--- src/rtl/doorlock_ctrl.sv ---
// Door-lock sequencer: key capture, passcode compare, timed unlock/err/alarm.
// Optional runtime passcode change from OPEN when DOORLOCK_CODE_CHANGE_EN is defined.
module doorlock_ctrl #(
    parameter int              CODE_LEN  = 4,
    parameter logic [31:0]     PASSCODE  = 32'h0000_1234,
    parameter int              MAX_FAIL  = 3,
    parameter int              TW        = 24,
    parameter logic [TW-1:0]   T_OPEN    = 24'd8,
    parameter logic [TW-1:0]   T_FAIL    = 24'd4,
    parameter logic [TW-1:0]   T_LOCKOUT = 24'd16,
    parameter logic [TW-1:0]   T_ENTRY   = 24'd32
) (
    input  logic       clk,
    input  logic       rst,
    input  logic       key_valid,
    input  logic [3:0] key_code,
    output logic       unlock,
    output logic       err,
    output logic       alarm,
    output logic       busy,
    output logic [3:0] digit_cnt,
    output logic [3:0] fail_cnt,
    output logic [2:0] state_o
);
    localparam int CW = CODE_LEN * 4;

    localparam logic [2:0] S_IDLE  = 3'd0;
    localparam logic [2:0] S_ENTRY = 3'd1;
    localparam logic [2:0] S_CHECK = 3'd2;
    localparam logic [2:0] S_OPEN  = 3'd3;
    localparam logic [2:0] S_FAIL  = 3'd4;
    localparam logic [2:0] S_LOCK  = 3'd5;
`ifdef DOORLOCK_CODE_CHANGE_EN
    localparam logic [2:0] S_SET   = 3'd6;
`endif

    localparam logic [3:0]    LEN4  = 4'(CODE_LEN);
    localparam logic [3:0]    MAXF4 = 4'(MAX_FAIL);
    localparam logic [TW-1:0] TO1   = T_OPEN - 1'b1;
    localparam logic [TW-1:0] TF1   = T_FAIL - 1'b1;
    localparam logic [TW-1:0] TL1   = T_LOCKOUT - 1'b1;
    localparam logic [TW-1:0] TE1   = T_ENTRY - 1'b1;

    logic [2:0]    r_state;
    logic [TW-1:0] r_timer;
    logic [CW-1:0] r_entry;
    logic [3:0]    r_dcnt;
    logic          r_ovf;
    logic [3:0]    r_fail;
    logic          r_unlock;
    logic          r_err;
    logic          r_alarm;
    logic          r_busy;
    logic [CW-1:0] r_code;

    logic [2:0]    w_nstate;
    logic [TW-1:0] w_ntimer;
    logic [CW-1:0] w_nentry;
    logic [3:0]    w_ndcnt;
    logic          w_novf;
    logic [3:0]    w_nfail;
    logic [CW-1:0] w_ncode;
    logic          w_unlock_d;
    logic          w_err_d;
    logic          w_alarm_d;
    logic          w_busy_d;

    logic          w_digit;
    logic          w_enter;
    logic          w_clear;
    logic          w_match;
    logic [CW-1:0] w_shift;

    assign w_digit = key_valid && (key_code <= 4'h9);
    assign w_enter = key_valid && (key_code == 4'hA);
    assign w_clear = key_valid && (key_code == 4'hB);
    assign w_shift = (r_entry << 4) | CW'(key_code);
    assign w_match = (r_dcnt == LEN4) && !r_ovf && (r_entry == r_code);

    always_ff @(posedge clk or posedge rst) begin
        if (rst) begin
            r_state  <= S_IDLE;
            r_timer  <= '0;
            r_entry  <= '0;
            r_dcnt   <= '0;
            r_ovf    <= 1'b0;
            r_fail   <= '0;
            r_code   <= PASSCODE[CW-1:0];
            r_unlock <= 1'b0;
            r_err    <= 1'b0;
            r_alarm  <= 1'b0;
            r_busy   <= 1'b0;
        end else begin
            r_state  <= w_nstate;
            r_timer  <= w_ntimer;
            r_entry  <= w_nentry;
            r_dcnt   <= w_ndcnt;
            r_ovf    <= w_novf;
            r_fail   <= w_nfail;
            r_code   <= w_ncode;
            r_unlock <= w_unlock_d;
            r_err    <= w_err_d;
            r_alarm  <= w_alarm_d;
            r_busy   <= w_busy_d;
        end
    end

    always_comb begin
        w_nstate = r_state;
        w_ntimer = r_timer;
        w_nentry = r_entry;
        w_ndcnt  = r_dcnt;
        w_novf   = r_ovf;
        w_nfail  = r_fail;
        w_ncode  = r_code;
        case (r_state)
            S_IDLE: begin
                if (w_digit) begin
                    w_nentry = w_shift;
                    w_ndcnt  = 4'd1;
                    w_ntimer = TE1;
                    w_nstate = S_ENTRY;
                end
            end
`ifdef DOORLOCK_CODE_CHANGE_EN
            S_ENTRY, S_SET: begin
`else
            S_ENTRY: begin
`endif
                if (w_digit || w_enter || w_clear)
                    w_ntimer = TE1;
                if (w_digit) begin
                    if (r_dcnt < LEN4) begin
                        w_nentry = w_shift;
                        w_ndcnt  = r_dcnt + 4'd1;
                    end else begin
                        w_novf = 1'b1;
                    end
                end else if (w_enter && r_state == S_ENTRY) begin
                    w_nstate = S_CHECK;
                end else if (w_enter || w_clear || r_timer == '0) begin
`ifdef DOORLOCK_CODE_CHANGE_EN
                    if (w_enter && r_dcnt == LEN4 && !r_ovf)
                        w_ncode = r_entry;
`endif
                    w_nstate = S_IDLE;
                    w_ntimer = '0;
                    w_nentry = '0;
                    w_ndcnt  = '0;
                    w_novf   = 1'b0;
                end else begin
                    w_ntimer = r_timer - 1'b1;
                end
            end
            S_CHECK: begin
                w_nentry = '0;
                w_ndcnt  = '0;
                w_novf   = 1'b0;
                if (w_match) begin
                    w_nfail  = '0;
                    w_ntimer = TO1;
                    w_nstate = S_OPEN;
                end else if (({1'b0, r_fail} + 5'd1) == {1'b0, MAXF4}) begin
                    w_nfail  = MAXF4;
                    w_ntimer = TL1;
                    w_nstate = S_LOCK;
                end else begin
                    w_nfail  = r_fail + 4'd1;
                    w_ntimer = TF1;
                    w_nstate = S_FAIL;
                end
            end
            S_OPEN: begin
                if (r_timer == '0) begin
                    w_nstate = S_IDLE;
                end else begin
                    w_ntimer = r_timer - 1'b1;
`ifdef DOORLOCK_CODE_CHANGE_EN
                    if (w_clear) begin
                        w_ntimer = TE1;
                        w_nstate = S_SET;
                    end
`endif
                end
            end
            S_FAIL: begin
                if (r_timer == '0)
                    w_nstate = S_IDLE;
                else
                    w_ntimer = r_timer - 1'b1;
            end
            S_LOCK: begin
                if (r_timer == '0) begin
                    w_nstate = S_IDLE;
                    w_nfail  = '0;
                end else begin
                    w_ntimer = r_timer - 1'b1;
                end
            end
            default: begin
                w_nstate = S_IDLE;
                w_ntimer = '0;
                w_nentry = '0;
                w_ndcnt  = '0;
                w_novf   = 1'b0;
            end
        endcase
    end

    // outputs are decoded from the next state so they are valid with it
    always_comb begin
        w_unlock_d = (w_nstate == S_OPEN);
        w_err_d    = (w_nstate == S_FAIL);
        w_alarm_d  = (w_nstate == S_LOCK);
        w_busy_d   = (w_nstate == S_CHECK) || (w_nstate == S_OPEN) ||
                     (w_nstate == S_FAIL)  || (w_nstate == S_LOCK);
    end

    assign unlock    = r_unlock;
    assign err       = r_err;
    assign alarm     = r_alarm;
    assign busy      = r_busy;
    assign digit_cnt = r_dcnt;
    assign fail_cnt  = r_fail;
    assign state_o   = r_state;

endmodule

--- config.mk ---
export PLATFORM = sky130hd
export DESIGN_NAME = doorlock_ctrl
export DESIGN_NICKNAME = d
export VERILOG_FILES = /design/src/rtl/doorlock_ctrl.sv
export SDC_FILE = /design/constraint.sdc
export NUM_CORES = 1
export LEC_CHECK = 0
export ABC_AREA = 1
export CAP_MARGIN = 20
export CELL_PAD_IN_SITES_DETAIL_PLACEMENT = 1
export CELL_PAD_IN_SITES_GLOBAL_PLACEMENT = 2
export CORE_MARGIN = 3
export CORE_UTILIZATION = 32
export DETAILED_ROUTE_END_ITERATION = 6
export PLACE_DENSITY = 0.85
export RECOVER_POWER = 100
export SETUP_SLACK_MARGIN = 0.15
export SLEW_MARGIN = 30
export SYNTH_ARGS = -nofsm -noshare
export SYNTH_HDL_FRONTEND = slang
export SYNTH_SLANG_ARGS = --single-unit
--- constraint.sdc ---
create_clock -name clk -period 1.6 [get_ports clk]
set_input_delay 0.32 -clock clk [delete_from_list [all_inputs] [get_ports clk]]
set_output_delay 0.32 -clock clk [all_outputs]
set_load 0.05 [all_outputs]
Yosys cells after proc, flatten, opt, wreduce, memory -nomap -nowiden
Index checks and enable logic that the tools add are counted.
{"block": "word_totals", "latchBits": 0, "rom_bits": 0, "out_inout_bits": 15, "n_memories": 0, "in_bits": 7, "elab_cells": 101, "ff_bits": 56, "ram_bits": 0}
{"block": "op_classes", "bitwise_logic": 3, "reduce_logical": 23, "n_mul": 0, "n_lt_le_gt_ge": 2, "shifts": 0, "div_mod_pow": 0, "n_addsub": 4, "eq_ne": 21, "muxes": 38}
{"op": "$mux W24", "count": 6}
{"op": "$pmux W24 S4", "count": 1}
{"op": "$mux W16", "count": 5}
{"op": "$pmux W16 S3", "count": 1}
{"op": "$mux W4", "count": 10}
{"op": "$logic_not A24 Y1", "count": 1}
{"op": "$sub A24 B1 Y24 const B", "count": 1}
{"op": "$mux W3", "count": 6}
{"op": "$eq A16 B13 Y1 const B", "count": 1}
{"op": "$or A16 B4 Y16", "count": 1}
{"op": "$eq A3 B2 Y1 const B", "count": 4}
{"op": "$eq A3 B3 Y1 const B", "count": 4}
{"op": "$pmux W3 S4", "count": 1}
{"op": "$pmux W4 S3", "count": 1}
{"op": "$ne A3 B3 Y1 const B", "count": 3}
{"op": "$add A4 B1 Y4 const B", "count": 2}
{"op": "$eq A4 B4 Y1 const B", "count": 2}
{"op": "$pmux W4 S2", "count": 1}
{"op": "$logic_or A1 B1 Y1", "count": 7}
{"op": "$logic_and A1 B1 Y1", "count": 6}
{"op": "$ne A2 B2 Y1 const B", "count": 3}
{"op": "$add A4 B1 Y5 const B", "count": 1}
{"op": "$eq A5 B2 Y1 const B", "count": 1}
{"op": "$mux W1", "count": 5}
{"op": "15 further kinds", "count": 17}

Depth between registers and ports, before layout
Gate-level depths: netlist (run 1).
{"block": "logic_depth", "word_depth": 12, "ltp_mapped": 13, "depth_no_buf": 12}

Worst setup path before layout (run 1)
No wires, ideal clock.
{"block": "synth_path", "path_kind": "flip-flop to flip-flop", "start": "reg r_state[1] (netlist: state_o[1])", "end": "reg r_dcnt[2] (netlist: digit_cnt[2])", "path_stages_with_launch": 10, "slack_ns": -0.277, "n_path_buf": 2, "required_ns": 1.481, "synth_period_minus_slack_ns": 1.877, "arrival_ns": 1.758, "setup_time_ns": 0.119, "path_cell_list": "dfrtp_1 o21ai_1 nand2_1 inv_2 nor3_2 nand2_2 buf_6 buf_12 nand2_4 o21ai_2"}
{"block": "synth_via", "elab_chain_len": 4, "word_cells_on_any_way": 14, "classes_between": "eq/ne: 8; mux: 1; bitwise: 1; reduce/logical: 4"}
{"item": "start: declaration", "line": "44", "text": "logic [2:0] r_state;"}
{"item": "start signal: assignment", "line": "94", "text": "r_state <= w_nstate;"}
{"item": "$eq A3 B1 Y1, or another cell as far along", "line": "116, 139"}
{"item": "$logic_and A1 B1 Y1 / $reduce_or A3 Y1 (equally long branches)"}
{"item": "$ne A3 B3 Y1 (no source line) / $not A1 Y1 (equally long branches)"}
{"item": "$reduce_and A5 Y1 (no source line)"}
{"item": "end signal: assignment", "line": "97", "text": "r_dcnt <= w_ndcnt;"}
{"item": "end: declaration", "line": "47", "text": "logic [3:0] r_dcnt;"}
Several ways; a longest one is shown, not always the timed one.
A chain may end at the register's enable or synchronous reset.

Worst setup path in the final report (run 1)
{"block": "layout_path", "start": "reg r_timer[0]", "end": "reg r_timer[10]"}
{"block": "layout_via", "elab_chain_len": 6, "word_cells_on_any_way": 10, "classes_between": "add/sub: 1; eq/ne: 1; mux: 5; reduce/logical: 3"}
{"item": "start: declaration", "line": "45", "text": "logic [TW-1:0] r_timer;"}
{"item": "start signal: assignment", "line": "95", "text": "r_timer <= w_ntimer;"}
{"item": "parallel branches: the longest is 6 deep, another holds $sub A24 B1 Y24"}
Parallel ways; which one is timed is not known. The select of a mux whose other input is x is not followed.

==> results.md, run 1 <==
- Quantity of hold-fixing buffers added after cts: 0
- Area contributors post-synth: sky130_fd_sc_hd__dfrtp_1 40%, sky130_fd_sc_hd__nand2_1 13%, sky130_fd_sc_hd__nor2_1 6.9%, sky130_fd_sc_hd__inv_1 4.9%, sky130_fd_sc_hd__o21ai_2 4.4%
- Setup repair after global routing missed its margin: yes
- Vias: 3700
- Critical setup path kind: flop to flop
- Crit-path cells: inv_2, buf_6, ha_4, buf_6, nand2_2, nor2_2, nand3_1, nand2_1, nand2_1, nor2_1, nand3_1, nand2_1, nand2_1, nand2_1
- Filler cells: 1239
- Number of failing setup endpoints in the final timing report: 47
- Count of maximum capacitance violations: 0
- Register-to-Register Setup Slack: -0.21 ns
- Setup slack of the critical path after layout: -0.212 ns
- Global-route total usage across every layer: 18.8%
- Area growth syn-to-layout: 62.2%
- H-tree depth: 2
- WHS Path Cells: 3
- Input/output buffers: 21
- Post-Synthesis Mean Instance Area: 7.61 sq um
- Total I/O pin count: 22
- Maximum VDD drop: slightly above 0.7 mV
- # DRC: 0
- Via density: 4.96
- Worst hold path endpoint: r_entry[3]
- Number of clock sinks: 56
- Leakage power figure: 2.87 nW
- Remaining max-slew budget at the tightest pin: between 40% and 50%
- Post-layout utilization of the core: 54.5%
- Cell accounting for the most synthesized area: sky130_fd_sc_hd__dfrtp_1
- Most used cell along the critical path: sky130_fd_sc_hd__nand2_1
- Maximum number of pins on one net before global-route repair: 57
- Least-Margin Pin Slew: 0.838 ns
- Die W: 111 um
- Area share of the largest cell type after synthesis: 39.5%
- Initial core utilization: between 30% and 40%
- Core region area: ~11000 sq um
- Fmax: 552 MHz
- Final Routed Wirelength: 13300 um
- Maximum clock skew at final layout: 0.0124 ns
- Hold wc startpoint: key_code[3]
- Die Span Y: 111 um
- Reg2reg end: r_timer[10]
- Clock Tree Root: sky130_fd_sc_hd__clkbuf_8
- First-iteration detailed-routing DRC count: 98
- Number of max-slew violations in the final report: 0
- Hold Crit Class: input port to flop
- Crit end category: flop
- Standard cell with the maximum stage delay on the critical path: sky130_fd_sc_hd__dfrtp_1
- Nets: between 600 and 700
- Total count of hold-check failures in the final report: 0
- Clock latency on the worst-skew pair: 0.33 ns
- Clock tree from TritonCTS: yes
- R2R Path Start: r_timer[0]
- Outcome: finished with violations
- First-pass GRT wire length: 19100 um
- Antenna violations before repair: 0
- Total nets after synthesis: 479
- Highest fanout seen on the critical path: 4
- Final worst path period share: 113%
- Fraction of layout cells with a size suffix above 1: 51.1%
- Number of cells on the worst reg-to-reg path: 14
- Maximum root-to-sink buffer count: 2
- # diodes: 0
- Areal power density over the cells: 1830 nW/um^2
- CP max stage delay: 0.42 ns
- Launching element type of the critical path: flop
- Num CTS Buffers: 5
- Total iterations of the first detailed-routing run: 4
- Sum of overflow across all layers after global routing: 0
- Placer Congestion: about 0.81
- Number of global-route vias before repair: ~4k
- Placement Rows: 37
- Number of synthesized register bits: 56
- Routed length per instance: 17.8 um
- Post-synth design cell area: 3550 sq um
- Number of warnings reported in the yosys synthesis log: 0
- DIE AREA: 12400 sq um
- Clock transition at the registers of the reported paths: 0.13 ns
- Endpoint required time on the critical path: 1.87 ns
- Distinct cell type count after synthesis: 31
- Failing checks: negative setup slack
- Fin Setup TNS: -4.25 ns
- Hpwl dp: roughly 8000 um
- Fin crit period: 1.81 ns
- Register area share after synthesis: 39.5%
- Remaining antenna violation count: 0
- Arrival time at the worst endpoint: ~2.1 ns
- Post-synthesis cell count: 466
-- worst max-delay path: cells and delay by family, from the launching register on --
| kind | cells | cell delay, ns |
|---|---|---|
| adders and majority gates | 1 | 0.13 |
| buffers and inverters | 3 | 0.31 |
| and+or+nand+nor | 10 | 0.86 |
| DFF | 1 | 0.42 |
-- cells in the mapped netlist, drive strengths merged --
| library cell | n |
|---|---|
| nand3b | 4 |
| nor2 | 78 |
| a21oi | 1 |
| xnor2 | 1 |
| nand2 | 147 |
| dfrtp | 56 |
| nor3b | 1 |
| ha | 6 |
| xor2 | 18 |
| clkbuf | 1 |
| nand4 | 8 |
| nor3 | 5 |
| inv | 54 |
| or2 | 1 |
| o22ai | 5 |
| o21ai | 39 |
| nand3 | 33 |
| buf | 8 |
-- repair_timing --
action / CTS / global route
gates cloned: 4 / 2
pin swaps: 35 / 38
gates resized for setup: 89 / 87
hold endpoints to repair: 0 / 0
endpoints found under the setup margin: 55 / 56
buffers inserted: 13 / 12
-- cell usage in the layout, fill, tap and decap left out, types with 4 or more instances in the layout --
master	n
sky130_fd_sc_hd__nor2_1	38
sky130_fd_sc_hd__clkbuf_2	5
sky130_fd_sc_hd__nand3_1	20
sky130_fd_sc_hd__nand2_1	98
sky130_fd_sc_hd__buf_4	92
sky130_fd_sc_hd__buf_8	4
sky130_fd_sc_hd__inv_6	4
sky130_fd_sc_hd__inv_1	41
sky130_fd_sc_hd__dfrtp_1	48
sky130_fd_sc_hd__clkbuf_8	5
sky130_fd_sc_hd__nor2_4	21
sky130_fd_sc_hd__o21ai_2	28
sky130_fd_sc_hd__o21ai_1	8
sky130_fd_sc_hd__nand3_4	4
sky130_fd_sc_hd__nand3b_1	4
sky130_fd_sc_hd__nand2_4	25
sky130_fd_sc_hd__dfrtp_2	8
sky130_fd_sc_hd__inv_2	7
sky130_fd_sc_hd__buf_12	14
sky130_fd_sc_hd__nand2_2	22
sky130_fd_sc_hd__nand4_1	8
sky130_fd_sc_hd__nor2_2	19
sky130_fd_sc_hd__buf_6	18
sky130_fd_sc_hd__xor2_1	16
sky130_fd_sc_hd__nand3_2	9
-- cell families (layout without fill, tap and decap cells) --
| family | Yosys count | after routing | share of synthesized area, % |
|---|---|---|---|
| AND/OR/NAND/NOR | 277 | 277 | 37.0 |
| buffers and inverters | 63 | 207 | 8.22 |
| XOR/XNOR | 19 | 19 | 4.69 |
| flip-flops | 56 | 56 | 39.5 |
| adder cells (fa/ha/maj) | 6 | 6 | 2.12 |
| AO/OA/AOI/OAI | 45 | 45 | 8.43 |
-- layout make-up --
class                   count  area, sq um  area share (%)
clock inverters             3         28.8           0.500
inverters                  54          226            3.94
repair buffers            144         1440            25.0
well taps                 136          170            2.96
clock buffers               5         68.8            1.20
multi-input cells         347         2400            41.7
repair inverters            1         8.76           0.152
flip-flops and latches     56         1410            24.5
-- worst max path at each step --
stage	start	endpoint	slack (ns)	cells past startpoint
3_3_place_gp	key_code[2]	r_timer[1]	-0.35	11
3_5_place_dp	key_code[2]	r_timer[1]	-0.47	11
5_1_grt	r_timer[0]	r_timer[10]	-0.32	14
4_1_cts	r_timer[9]	r_timer[16]	-0.09	12
6_report	r_timer[0]	r_timer[10]	-0.21	14
2_1_floorplan	state_o[2]	digit_cnt[2]	-0.1	11
-- sequential cells by signal, summed over array words and instances, names as in the netlist --
signal and cells:
r_timer 24, busy 1, err 1, digit_cnt 4
state_o 3, fail_cnt 4, r_entry 16, alarm 1
r_ovf 1, unlock 1
-- metal layers --
metal	up-vias	GRT usage, %	routed length (um)
li1	1754	-	-
met1	1883	21.6	5340
met2	41	36.2	7390
met3	22	2.67	257
met4	0	4.95	286
met5	-	0	0
-- stage by stage --
stage                     setup slack [ns]  hold WS [ns]  power, mW  cell area (sq um)  cells
after floorplan                    -0.0951         0.400       5.26               3630    466
after global placement              -0.348         0.482       7.13               4730    707
after detailed placement            -0.466         0.508       7.34               4730    707
after CTS                          -0.0910         0.419       9.27               5280    732
after global routing                -0.321         0.309       11.1               5750    746
final                               -0.212         0.310       10.5               5750    746
-- power breakdown --
part / switching [mW] / internal, mW / total (mW) / leakage, nW
Clock: 0.574 / 0.333 / 0.907 / 0.0511
Combinational: 4.10 / 3.34 / 7.44 / 2.07
Sequential: 0.408 / 1.77 / 2.17 / 0.745
No activity file was read; power rests on OpenSTA's default activity.
==> run 2, diff against run 1 <==
Settings changed: GPL_TIMING_DRIVEN set to 0.
==> run 2 against run 1 <==
The run still ends with negative setup slack left. Register-to-register slack about the same. Cell count decreased by 5.4%. Worst hold slack improved by 0.11 ns. Die area unchanged. Fmax about the same. Clock power decreased by 6.9%. Sequential share of layout area increased by 3.1 points. Via count decreased by 8.2%. Critical path type unchanged. Critical endpoint is now r_entry[12]. Largest power group unchanged.
==> results.md, run 2 (synthesis results as in run 1) <==
- Outcome: finished with violations
- Failing checks: negative setup slack
- Areal power density over the cells: 1780 nW/um^2 (-2.8%)
- Count of maximum capacitance violations: 0 (unchanged)
- Launching element type of the critical path: flop
- Number of max-slew violations in the final report: 0 (unchanged)
- Crit end category: flop
- Via density: 4.81 (-3.0%)
- Hold Crit Class: input port to flop
- Num CTS Buffers: 5 (unchanged)
- # DRC: 0 (unchanged)
- Final worst path period share: 113% (about the same)
- Sum of met3 wire segment lengths after detailed routing: 261 um (+1.6%)
- Leakage power figure: 2.53 nW (-12%)
- Placement Rows: 37 (unchanged)
- Number of failing setup endpoints in the final timing report: 51 (+8.5%)
- Die Span Y: 111 um (unchanged)
- Initial core utilization: 33.6% (unchanged)
- Area growth syn-to-layout: 44.7%
- Maximum VDD drop: 0.897 mV (+23%)
- Final instance area: 5130 sq um (-11%)
- Remaining antenna violation count: 0 (unchanged)
- First-iteration detailed-routing DRC count: 68 (-31%)
- Register with the most flip-flops: r_timer
- Most common cell after layout, fill and taps aside: sky130_fd_sc_hd__nand2_1
- Detailed-routing wirelength on met1: 4750 um (-11%)
- Routed length per instance: 15.8 um (-11%)
- Input/output buffers: 21 (unchanged)
- Hpwl dp: 7040 um (-12%)
- Clock latency on the worst-skew pair: 0.32 ns (about the same)
- Nets: 582 (-6.4%)
- Placer Congestion: 0.802 (-1.0%)
- Number of global-route vias before repair: 3495 (-12%)
- Power consumption: 9.12 mW (-13%)
- Final Routed Wirelength: 11100 um (-16%)
- Max reg flops: 24 (unchanged)
- Total iterations of the first detailed-routing run: 4 (unchanged)
- Clock transition at the registers of the reported paths: 0.12 ns (about the same)
- Least-Margin Pin Slew: 0.745 ns (-0.0929 ns)
- Total I/O pin count: 22 (unchanged)
- Sum of overflow across all layers after global routing: 0 (unchanged)
- Antenna violations before repair: 0 (unchanged)
- Global-route total usage across every layer: 16.7% (-2.2 points)
- Remaining max-slew budget at the tightest pin: 50.1% (+5.9 points)
- Quantity of hold-fixing buffers added after cts: 0 (unchanged)
- Vias: 3397 (-8.2%)
- Highest fanout seen on the critical path: 7 (+3)
- Maximum number of pins on one net before global-route repair: 30 (-47%)
- Fmax: 551 MHz (about the same)
- Fraction of layout cells with a size suffix above 1: 44.6% (-6.6 points)
- Total placed instance area: 4060 sq um (-14%)
- Clock tree from TritonCTS: yes
- Routed met2 length: 5990 um (-19%)
- First-pass GRT wire length: 17200 um (-10%)
- Critical setup path kind: flop to flop
- Fin crit period: 1.81 ns (+0.00169 ns)
- Clock Tree Root: sky130_fd_sc_hd__clkbuf_8
- Setup slack of the critical path after layout: -0.214 ns (-0.00169 ns)
- H-tree depth: 2 (unchanged)
- Fin Setup TNS: -5.97 ns (-1.72 ns)
- Core region area: 10600 sq um (unchanged)
- Setup repair after global routing missed its margin: yes
- # diodes: 0 (unchanged)
- Maximum clock skew at final layout: 0.0126 ns (+0.000129 ns)
- Die W: 111 um (unchanged)
- Regs by FF count: r_timer: 24 flops, r_entry: 16 flops
- Highest routed layer: met4
- DIE AREA: 12400 sq um (unchanged)
- Total count of hold-check failures in the final report: 0 (unchanged)
- Number of clock sinks: 56 (unchanged)
- Filler cells: 1272 (+2.7%)
- Maximum root-to-sink buffer count: 2 (unchanged)
- Arrival time at the worst endpoint: 2.07 ns (about the same)
- Most used cells in the layout excluding fill and tap cells: 102 x sky130_fd_sc_hd__nand2_1, 58 x sky130_fd_sc_hd__buf_4, 43 x sky130_fd_sc_hd__nor2_1
- Endpoint required time on the critical path: 1.86 ns (about the same)
==> run 2: changes by cell type in the layout (fill, tap and decap cells not counted), sizes merged <==
cell	delta
buf	-44
inv	-3
clkdlybuf4s15	+1
clkdlybuf4s50	-1
clkinv	+2
clkbuf	+4
dlymetal6s2s	-3
dlygate4sd2	+4
==> run 2: cell type report <==
| type | instances | area, sq um | area share, % |
|---|---|---|---|
| inverter | 54 | 211 | 4.12 |
| sequential | 56 | 1420 | 27.6 |
| buffer | 9 | 138 | 2.68 |
| clock buffer | 5 | 68.8 | 1.34 |
| timing repair buffer | 96 | 828 | 16.1 |
| clock inverter | 3 | 22.5 | 0.439 |
| multi-input combinational | 347 | 2280 | 44.3 |
| tap | 136 | 170 | 3.31 |
==> run 2: worst paths after layout <==
check                             from           to  slack (ns)  cells after the start
hold reg to reg             r_timer[0]   r_timer[0]        0.53                      2
max in group asynchronous          rst   state_o[2]        0.07                      4
min in group asynchronous          rst   r_timer[3]        0.52                      2
hold / removal             key_code[2]   r_entry[2]        0.42                      3
setup / recovery            r_timer[3]  r_entry[12]       -0.21                     12
setup reg to reg            r_timer[3]  r_entry[12]       -0.21                     12
==> run 2: repair_timing <==
| action | in CTS | in global routing |
|---|---|---|
| setup buffers | 42 | 26 |
| pin swaps | 14 | 37 |
| resized for setup | 109 | 102 |
| endpoints found under the setup margin | 70 | 59 |
| cloned | 2 | 3 |
==> run 2: routing by layer <==
| layer | vias to the layer above | track usage, % |
|---|---|---|
| li1 | 1674 | - |
| met1 | 1674 | 21.5 |
| met2 | 39 | 30.0 |
| met3 | 10 | 2.18 |
| met4 | 0 | 3.41 |
| met5 | - | 0 |
==> run 2: power by group <==
group          switching (mW)  leakage, nW  internal, mW
clock                   0.528       0.0485         0.316
combinational            3.45         1.75          2.61
sequential              0.436        0.737          1.78
total                    4.42         2.53          4.71
==> run 2: worst max-delay path: stages, from the launching register on <==
cell and delay [ns]:
sky130_fd_sc_hd__dfrtp_2 0.47, sky130_fd_sc_hd__nor2_4 0.18, sky130_fd_sc_hd__nand2_4 0.07, sky130_fd_sc_hd__nor2_4 0.12, sky130_fd_sc_hd__nand3_4 0.08, sky130_fd_sc_hd__nand3_2 0.08, sky130_fd_sc_hd__nand2_2 0.07, sky130_fd_sc_hd__inv_2 0.07
sky130_fd_sc_hd__nand2_4 0.06, sky130_fd_sc_hd__buf_12 0.15, sky130_fd_sc_hd__buf_12 0.13, sky130_fd_sc_hd__clkbuf_16 0.15, sky130_fd_sc_hd__o21ai_2 0.11
==> run 2: through the flow <==
stage / instances / hold WS, ns / util, % / worst slack (ns)
3_5_place_dp: 625 / 0.508 / 38.5 / -0.607
6_report: 706 / 0.418 / 48.6 / -0.214
4_1_cts: 677 / 0.349 / 43.6 / -0.160
5_1_grt: 706 / 0.422 / 48.6 / -0.315
3_3_place_gp: 623 / 0.486 / 38.0 / -0.583
2_1_floorplan: 466 / 0.400 / - / -0.0951
==> run 3, diff against run 2 <==
Settings changed: CORE_UTILIZATION 32 to 30, PLACE_DENSITY 0.85 to 0.81, SETUP_SLACK_MARGIN 0.15 to 0.05.
==> run 3 against run 2 <==
The flow still finishes with violations (negative setup slack). First-iteration DRC count grew 79%. Count of clock-buffer cells in the layout grew 2. Die area is 6.3% higher. Final area increased by 9.0%. Core utilization increased by 0.17 points. Sequential cell count is the same. Critical path type unchanged. Critical endpoint is now r_entry[4].
==> results.md, run 3 (synthesis results as in run 1) <==
- Final worst path period share: 117% (+3.2 points)
- Initial core utilization: 30.9% (-2.7 points)
- Final instance area: 5600 sq um (+9.0%)
- # diodes: 0 (unchanged)
- Number of global-route vias before repair: 3676 (+5.2%)
- Core region area: 11500 sq um (+8.6%)
- Setup repair after global routing missed its margin: yes
- Crit. path cell count: 10 (-2)
- First-iteration detailed-routing DRC count: 122 (+79%)
- Quantity of hold-fixing buffers added after cts: 0 (unchanged)
- Clock transition at the registers of the reported paths: 0.08 ns (-0.04 ns)
- Final Routed Wirelength: 13300 um (+20%)
- Pre-CTS setup slack: -0.695 ns (-0.0880 ns)
- Leakage power figure: 2.74 nW (+8.4%)
- End point of the critical path: r_entry[4]
- Remaining max-slew budget at the tightest pin: 54.9% (+4.8 points)
- Routed length per instance: 18.4 um (+17%)
- Count of maximum capacitance violations: 0 (unchanged)
- Number of max-slew violations in the final report: 0 (unchanged)
- Setup slack of the critical path after layout: -0.265 ns (-0.0507 ns)
- Register-to-Register Setup Slack: -0.26 ns (-0.05 ns)
- Global-route total usage across every layer: 17.8% (+1.1 points)
- Maximum number of pins on one net before global-route repair: 27 (-10%)
- First-pass GRT wire length: 18700 um (+8.6%)
- Largest delay contributor family on the critical path: simple AND/OR/NAND/NOR gates
- Number of failing setup endpoints in the final timing report: 53 (+3.9%)
- Most used cells in the layout excluding fill and tap cells: 97 x sky130_fd_sc_hd__nand2_1, 58 x sky130_fd_sc_hd__buf_4, 41 x sky130_fd_sc_hd__dfrtp_1
- Failing checks: negative setup slack
- Total iterations of the first detailed-routing run: 4 (unchanged)
- Highest fanout seen on the critical path: 8 (+1)
- Least-Margin Pin Slew: 0.676 ns (-0.0686 ns)
- Worst path buffer plus inverter count: 4 (unchanged)
- Die W: 115 um (+3.1%)
- Outcome: finished with violations
- Maximum VDD drop: 0.920 mV (+2.6%)
- DIE AREA: 13200 sq um (+6.3%)
- Beginning of the critical path: state_o[1]
- Sum of overflow across all layers after global routing: 0 (unchanged)
- Fmax: 536 MHz (-2.7%)
- Regs by FF count: r_timer: 24 flops, r_entry: 16 flops
- Reg2reg end: r_entry[4]
- Multi-input gate area in the final layout: 2400 sq um (+5.6%)
- Maximum root-to-sink buffer count: 2 (unchanged)
- Total count of hold-check failures in the final report: 0 (unchanged)
- Via density: 4.98 (+3.5%)
- Clock tree from TritonCTS: yes
- H-tree depth: 2 (unchanged)
- Endpoint required time on the critical path: 1.80 ns (-0.06 ns)
- Clock latency on the worst-skew pair: 0.31 ns (about the same)
- Total I/O pin count: 22 (unchanged)
- Post-layout utilization of the core: 48.8% (+0.17 points)
- Nets: 593 (+1.9%)
- Hpwl dp: 7490 um (+6.5%)
- Antenna violations before repair: 0 (unchanged)
- Crit end category: flop
- Arrival time at the worst endpoint: 2.07 ns (about the same)
- # DRC: 0 (unchanged)
- Number of cells after detailed placement: 632 (+1.1%)
- Launching element type of the critical path: flop
- Placement Rows: 39 (+5.4%)
- Standard cell with the maximum stage delay on the critical path: sky130_fd_sc_hd__dfrtp_2
- Worst hold margin: 0.331 ns (-0.0863 ns)
- Total placed instance area: 4040 sq um (-0.43%)
- Critical setup path kind: flop to flop
- Areal power density over the cells: 1890 nW/um^2 (+6.1%)
- Placer Congestion: 0.806 (+0.55%)
- Number of clock sinks: 56 (unchanged)
- Filler cells: 1326 (+4.2%)
- R2R Path Start: state_o[1]
- Hold Crit Class: input port to flop
- Fin Setup TNS: -7.86 ns (-1.89 ns)
- Number of cells on the worst reg-to-reg path: 10 (-2)
- Input/output buffers: 21 (unchanged)
- Maximum clock skew at final layout: 0.0118 ns (-0.000766 ns)
- Max reg flops: 24 (unchanged)
- FF/Latch Area: 1420 sq um (about the same)
- Fraction of layout cells with a size suffix above 1: 48.7% (+4.1 points)
- Clock Tree Root: sky130_fd_sc_hd__clkbuf_16
- Register with the most flip-flops: r_timer
- Vias: 3607 (+6.2%)
- Remaining antenna violation count: 0 (unchanged)
- Crit-path cells: nor2_4, inv_2, nand2_4, inv_4, nor3_4, nand2_8, buf_12, clkbuf_16, nand2_4, o21ai_2
- Most common cell after layout, fill and taps aside: sky130_fd_sc_hd__nand2_1
- CP max stage delay: 0.46 ns (about the same)
- Fin crit period: 1.86 ns (+0.0507 ns)
- Cell Count, Final, Fillers Out: 724 (+2.5%)
- Area growth syn-to-layout: 57.8%
- Most used cell along the critical path: sky130_fd_sc_hd__nand2_4
- Num CTS Buffers: 5 (unchanged)
- Die Span Y: 115 um (+3.1%)
- Power consumption: 10.6 mW (+16%)
-- run 3: worst reg2reg max path, stage by stage (launching register included) --
cell	delay, ns
sky130_fd_sc_hd__dfrtp_2	0.46
sky130_fd_sc_hd__nor2_4	0.18
sky130_fd_sc_hd__inv_2	0.07
sky130_fd_sc_hd__nand2_4	0.11
sky130_fd_sc_hd__inv_4	0.07
sky130_fd_sc_hd__nor3_4	0.34
sky130_fd_sc_hd__nand2_8	0.11
sky130_fd_sc_hd__buf_12	0.17
sky130_fd_sc_hd__clkbuf_16	0.17
sky130_fd_sc_hd__nand2_4	0.05
sky130_fd_sc_hd__o21ai_2	0.04
-- run 3: final cells by class --
class | instances | share of cell area [%]
inverter | 54 | 4.09
sequential | 56 | 25.4
clock buffer | 7 | 2.55
timing repair buffer | 108 | 19.4
multi-input combinational | 347 | 42.9
clock inverter | 1 | 0.134
tap | 143 | 3.20
buffer | 8 | 2.28
-- run 3: worst min-delay path by stage --
stage	from	end	depth (start not counted)
after floorplan	rst	alarm	1
after global placement	r_timer[0]	r_timer[0]	2
after detailed placement	r_entry[13]	r_entry[13]	2
after CTS	rst	r_entry[2]	2
after global routing	key_code[1]	r_entry[1]	3
final	key_code[1]	r_entry[1]	3
-- run 3: layer usage --
layer | up-vias | part of all wire (%) | GRT usage [%] | wire length, um
met1 | 1823 | 39 | 21.4 | 5200
met4 | 0 | 3.0 | 5.63 | 406
met3 | 31 | 3.2 | 3.26 | 427
met2 | 64 | 55 | 32.3 | 7300
met5 | - | 0 | 0 | 0
li1 | 1689 | - | - | -
-- run 3: report_power, final --
part / internal (mW) / switching, mW / total (mW)
Combinational: 3.14 / 3.92 / 7.06
Sequential: 1.78 / 0.502 / 2.28
Clock: 0.628 / 0.584 / 1.21
-- run 3: what timing repair did --
item / CTS / global route
cloned: 2 / 4
buffers inserted: 50 / 32
pin swaps: 25 / 50
endpoints found under the setup margin: 69 / 55
resized for setup: 126 / 105
